## config.mk

```make
export PLATFORM = sky130hd
export DESIGN_NAME = pipe_reg
export DESIGN_NICKNAME = d
export VERILOG_FILES = /design/src/rtl/pipe_reg.sv
export SDC_FILE = /design/constraint.sdc
export NUM_CORES = 1
export LEC_CHECK = 0
export ABC_AREA = 0
export BUFFER_PORTS_ARGS = -buffer_cell sky130_fd_sc_hd__buf_2
export CAP_MARGIN = 15
export CORE_MARGIN = 2
export CORE_UTILIZATION = 42
export CTS_CLUSTER_SIZE = 24
export DETAILED_ROUTE_END_ITERATION = 16
export GPL_ROUTABILITY_DRIVEN = 0
export PLACE_DENSITY = 0.68
export SYNTH_ARGS = -nofsm -noshare
export SYNTH_HDL_FRONTEND = slang
export SYNTH_SLANG_ARGS = --single-unit
```

## constraint.sdc

```tcl
create_clock -name clk -period 5.6 [get_ports clk]
set_clock_uncertainty 0.1 [all_clocks]
set_input_delay 0.56 -clock clk [delete_from_list [all_inputs] [get_ports clk]]
set_output_delay 0.56 -clock clk [all_outputs]
set_load 0.02 [all_outputs]
```

## src/rtl/pipe_reg.sv

```systemverilog
// pipe_reg: DEPTH-stage valid/ready pipeline register with stall propagation, flush and occupancy count.
// Optional build macro PIPE_REG_SKID_EN adds a skid register per stage, which registers every ready.
`timescale 1ns/1ps
module pipe_reg #(
  parameter int WIDTH = 16,
  parameter int DEPTH = 4,
`ifdef PIPE_REG_SKID_EN
  localparam int CAP = 2 * DEPTH,
`else
  localparam int CAP = DEPTH,
`endif
  localparam int OCC_W = $clog2(CAP + 1)
) (
  input  logic             clk,
  input  logic             rst_n,
  input  logic             flush,
  input  logic [WIDTH-1:0] in_data,
  input  logic             in_valid,
  output logic             in_ready,
  output logic [WIDTH-1:0] out_data,
  output logic             out_valid,
  input  logic             out_ready,
  output logic [OCC_W-1:0] occupancy
);

  logic [DEPTH-1:0] v_r;
  logic [WIDTH-1:0] d_r [DEPTH];
  logic [DEPTH-1:0] up_valid_s;
  logic [WIDTH-1:0] up_data_s [DEPTH];
  logic             in_fire_s;
  logic             out_fire_s;
  logic [OCC_W-1:0] occ_r;

  // Upstream view of every stage: stage 0 sees the input port, stage k sees stage k-1
  always_comb begin
    up_valid_s[0] = in_valid;
    up_data_s[0]  = in_data;
    for (int k = 1; k < DEPTH; k++) begin
      up_valid_s[k] = v_r[k-1];
      up_data_s[k]  = d_r[k-1];
    end
  end

`ifdef PIPE_REG_SKID_EN
  logic [DEPTH-1:0] sv_r;
  logic [WIDTH-1:0] sd_r [DEPTH];
  logic [DEPTH:0]   rdy_chain_s;
  logic [DEPTH-1:0] dn_ready_s;
  logic [DEPTH-1:0] up_fire_s;

  // Each stage's downstream ready is the registered "skid empty" of the next stage
  always_comb begin
    rdy_chain_s = {out_ready, ~sv_r};
    dn_ready_s  = rdy_chain_s[DEPTH:1];
    up_fire_s   = up_valid_s & ~sv_r;
  end

  assign in_ready = ~sv_r[0] & ~flush;

  // Main register drains first; a word arriving while main is stalled parks in the skid register
  always_ff @(posedge clk) begin
    if (!rst_n) begin
      v_r  <= '0;
      sv_r <= '0;
      for (int k = 0; k < DEPTH; k++) begin
        d_r[k]  <= '0;
        sd_r[k] <= '0;
      end
    end else if (flush) begin
      v_r  <= '0;
      sv_r <= '0;
    end else begin
      for (int k = 0; k < DEPTH; k++) begin
        if (~v_r[k] | dn_ready_s[k]) begin
          if (sv_r[k]) begin
            v_r[k]  <= 1'b1;
            d_r[k]  <= sd_r[k];
            sv_r[k] <= 1'b0;
          end else begin
            v_r[k] <= up_fire_s[k];
            if (up_fire_s[k]) begin
              d_r[k] <= up_data_s[k];
            end
          end
        end else if (up_fire_s[k]) begin
          sv_r[k] <= 1'b1;
          sd_r[k] <= up_data_s[k];
        end
      end
    end
  end
`else
  logic [DEPTH-1:0] adv_s;

  // ready[k] = !v[k] | ready[k+1], unrolled as "out_ready or some stage from k onward is empty"
  always_comb begin : ready_chain
    logic full_tail;
    full_tail = 1'b1;
    for (int k = DEPTH - 1; k >= 0; k--) begin
      full_tail = full_tail & v_r[k];
      adv_s[k]  = out_ready | ~full_tail;
    end
  end

  assign in_ready = adv_s[0] & ~flush;

  // Advancing stages copy their upstream neighbour; stalled stages hold valid and data
  always_ff @(posedge clk) begin
    if (!rst_n) begin
      v_r <= '0;
      for (int k = 0; k < DEPTH; k++) begin
        d_r[k] <= '0;
      end
    end else if (flush) begin
      v_r <= '0;
    end else begin
      for (int k = 0; k < DEPTH; k++) begin
        if (adv_s[k]) begin
          v_r[k] <= up_valid_s[k];
          d_r[k] <= up_data_s[k];
        end
      end
    end
  end
`endif

  assign out_valid  = v_r[DEPTH-1] & ~flush;
  assign out_data   = d_r[DEPTH-1];
  assign in_fire_s  = in_valid & in_ready;
  assign out_fire_s = out_valid & out_ready;
  assign occupancy  = occ_r;

  // Occupancy tracks accepted minus delivered words; handshakes keep it within 0..CAP
  always_ff @(posedge clk) begin
    if (!rst_n) begin
      occ_r <= '0;
    end else if (flush) begin
      occ_r <= '0;
    end else begin
      occ_r <= occ_r + OCC_W'(in_fire_s) - OCC_W'(out_fire_s);
    end
  end

endmodule

```

==> impl_summary.log <==
[metrics] outcome: complete, no violations
[metrics] CP dominant cell by count: sky130_fd_sc_hd__inv_1
[metrics] 1st-iter DRT viols: between 80 and 90
[metrics] number of rows created at floorplan: 31
[metrics] worst setup path category: flop to flop
[metrics] period utilization: a little under 50%
[metrics] fraction of synthesis flops using an asynchronous set or reset pin: 0%
[metrics] height of the chip: 90.73 um
[metrics] synthesized flop and latch total: 71
[metrics] critical path arrival: between 2000 and 3000 ps
[metrics] total number of H-tree levels: 3
[metrics] count of endpoints failing hold in the final timing report: 0
[metrics] gate count of the mapped netlist: 200
[metrics] most common cell after layout, fill and taps aside: sky130_fd_sc_hd__edfxtp_1
[metrics] routed vias: around 1600
[metrics] share of final-layout standard cells stronger than drive strength 1: about 38%
[metrics] postcts setup bufs: 0
[metrics] average wire per cell in the routed design: between 10 and 15 um
[metrics] setup violators final: 0
[metrics] placed wire-length estimate after detailed placement: approximately 2600 um
[metrics] WL final: between 4000 and 5000 um
[metrics] initial antenna violation count: 0
[metrics] Syn-to-layout area delta: 12.20%
[metrics] placed cell area: 3334 um2
[metrics] vias in the first global route: about 1500
[metrics] Worst setup EP type: flop
[metrics] CTS Sinks: between 70 and 80
[metrics] Yosys Warn Count: 0
[metrics] Remaining Overflow, GRT: 0
[metrics] die width: around 91 um
[metrics] leakage power summed over all cells: about 0.0014 uW
[metrics] number of buffers created by CTS: 9
[metrics] sequential element share of the synthesized area: 65.27%
[metrics] Max stage delay on crit path: approximately 850 ps
[metrics] Synthesized Nets: 224
[metrics] n_diodes: 0
[metrics] met2 Usage GRT: approximately 15%
[metrics] worst voltage drop across the vdd grid: between 0.00015 and 0.0002 V
[metrics] headroom to the max-slew limit: a little over two fifths
[metrics] maximum fanout along the worst path: 19
[metrics] Port-buffer cells: 41
[metrics] Global Route Usage Sum: 11.12%
[metrics] most used flip-flop cell after synthesis: sky130_fd_sc_hd__edfxtp_1
[metrics] met3 track demand over resource in global routing: 5.342%
[metrics] final non-filler cell total: 344
[metrics] number of flops mapped to enable cells by yosys: between 60 and 70
[metrics] root buffer selected by CTS: sky130_fd_sc_hd__clkbuf_8
[metrics] area enclosed by the die boundary: 8232 um2
[metrics] setup repair after global routing missed its margin: false
[metrics] vias per cell: roughly 4.6
[metrics] CP Launch Type: flop
[metrics] dpl cells: between 300 and 400
[metrics] fraction of post-synthesis cell area in the top cell type by area: 60.83%
[metrics] worst min path class: input pin to flop
[metrics] slowest cell on the critical path: sky130_fd_sc_hd__dfxtp_1
[metrics] area of the mapped netlist: roughly 3200 um2
[metrics] CP Cell Sequence: inv_1, o21ai_0, ha_1, inv_1, ha_1, inv_1, fa_1, xnor3_1, nor2_1
[metrics] final net count: 264
[metrics] number of ports placed on the die boundary: 42
[metrics] post-synthesis cell type count: 27
[metrics] mean area per synthesized cell: 15.80 um2
[metrics] max frequency: 371.3 MHz
[metrics] fin crit period: about 2700 ps
[metrics] cell area after layout: 3545 um2
[metrics] max-capacitance violation count: 0
[metrics] final core utilization: about 49%
[metrics] insertion delay to the later sink of the worst-skew pair: around 340 ps
[metrics] effective utilization at floorplan: a little over two fifths
[metrics] drt first pass iters: 4
[metrics] aggregate negative setup slack: 0 ps
[metrics] most frequent cells in the layout: sky130_fd_sc_hd__edfxtp_1 (64), sky130_fd_sc_hd__buf_2 (41), sky130_fd_sc_hd__nor3b_1 (32), sky130_fd_sc_hd__inv_1 (20), sky130_fd_sc_hd__nor3b_2 (16)
[metrics] clock-pin slew on the worst setup and hold paths: around 70 ps
[metrics] Final Max Tran Viols: 0
[metrics] post-CTS resize count: 0
[metrics] antenna violation net count after detailed routing: 0
[metrics] global-route track usage on met1: ~15%
[metrics] area of the core: 7253 um2
[metrics] pin count of the biggest net entering global routing: 49
[metrics] wire length of the first global-routing pass: between 7000 and 8000 um
[metrics] power density over the cells: between 300 and 400 nW/um2
[metrics] Worst-Margin Slew: 875.0 ps
[metrics] number of hold-repair buffers added at the cts stage: 0
[metrics] gr busiest metal: met2
[metrics] library cell occupying the most area in the post-synthesis netlist: sky130_fd_sc_hd__edfxtp_1
[metrics] buffers from clock root to sink, at most: 2
[metrics] DRC viols: 0
[metrics] Worst EP required: ~5700 ps
[metrics] TritonCTS clock tree: built
[metrics] Synth area leaders: sky130_fd_sc_hd__edfxtp_1 (61%), sky130_fd_sc_hd__nor3b_1 (7.6%), sky130_fd_sc_hd__nor3b_2 (6.3%), sky130_fd_sc_hd__dfxtp_1 (4.4%), sky130_fd_sc_hd__a211oi_2 (4.4%)
==> state kept, by name, summed over array words and instances (netlist names) <==
name	count
d_r	64
v_r	4
occupancy	3
==> cell type report <==
| type | instances | area (um2) |
|---|---|---|
| fill | 656 | 3709 |
| clock buffer | 10 | 127.6 |
| clock inverter | 6 | 67.56 |
| multi-input combinational | 91 | 834.6 |
| sequential | 71 | 2062 |
| timing repair buffer | 47 | 254.0 |
| inverter | 20 | 75.07 |
| tap | 99 | 123.9 |
==> synthesized netlist by cell type, types with 3 or more instances <==
cell,instances
sky130_fd_sc_hd__a211oi_1,5
sky130_fd_sc_hd__a211oi_2,11
sky130_fd_sc_hd__buf_2,4
sky130_fd_sc_hd__buf_6,11
sky130_fd_sc_hd__dfxtp_1,7
sky130_fd_sc_hd__edfxtp_1,64
sky130_fd_sc_hd__inv_1,20
sky130_fd_sc_hd__nor2_1,3
sky130_fd_sc_hd__nor2b_1,3
sky130_fd_sc_hd__nor3b_1,32
sky130_fd_sc_hd__nor3b_2,16
sky130_fd_sc_hd__o21ai_0,4
==> power by group <==
group	leakage (uW)	switching, uW	internal (uW)	total [uW]
combinational	0.000497	40.6	30.1	70.7
clock	0.0000933	190	208	398
sequential	0.000761	8.37	611	620
total	0.00135	239	849	1090
==> metal layers <==
layer  vias up  share of wire, %
met5         -                 0
met4         0               1.9
met3         8               6.3
met2        46                42
met1       727                50
li1        816                 -
==> critical path: cells and delay by family (launching register included) <==
family          cells  cell delay (ps)
flops               1              850
fa+ha+maj           3              740
xor+xnor            1              370
buf+inv             3              250
compound gates      1              210
simple gates        1               40
==> per-stage QoR <==
stage | hold slack (ps) | power, uW | worst slack (ps)
final | 376.1 | 1088 | 2907
after global routing | 377.1 | 1132 | 2725
after CTS | 358.1 | 1101 | 2896
after detailed placement | 416.2 | 701.9 | 2786
after global placement | 412.0 | 700.2 | 2906
after floorplan | 372.2 | 683.5 | 2886
==> worst paths after layout <==
check / from / end / slack (ps) / cells past startpoint
worst min register to register: v_r[1] / v_r[2] / 420 / 1
worst min-delay path: in_valid / v_r[0] / 380 / 3
worst max-delay path: v_r[0] / occupancy[2] / 2910 / 9
worst max register to register: v_r[0] / occupancy[2] / 2910 / 9
==> cells by family (layout without fill, tap and decap cells) <==
| family | count (synthesis) | count (layout) | synth area share, % |
|---|---|---|---|
| AO/OA/AOI/OAI | 26 | 26 | 7.565 |
| XOR/XNOR | 1 | 1 | 0.7128 |
| AND/OR/NAND/NOR | 61 | 61 | 16.59 |
| buffers and inverters | 38 | 83 | 8.436 |
| flip-flops | 71 | 71 | 65.27 |
| adder cells (fa/ha/maj) | 3 | 3 | 1.426 |
Power figures use the tool's default switching activity.
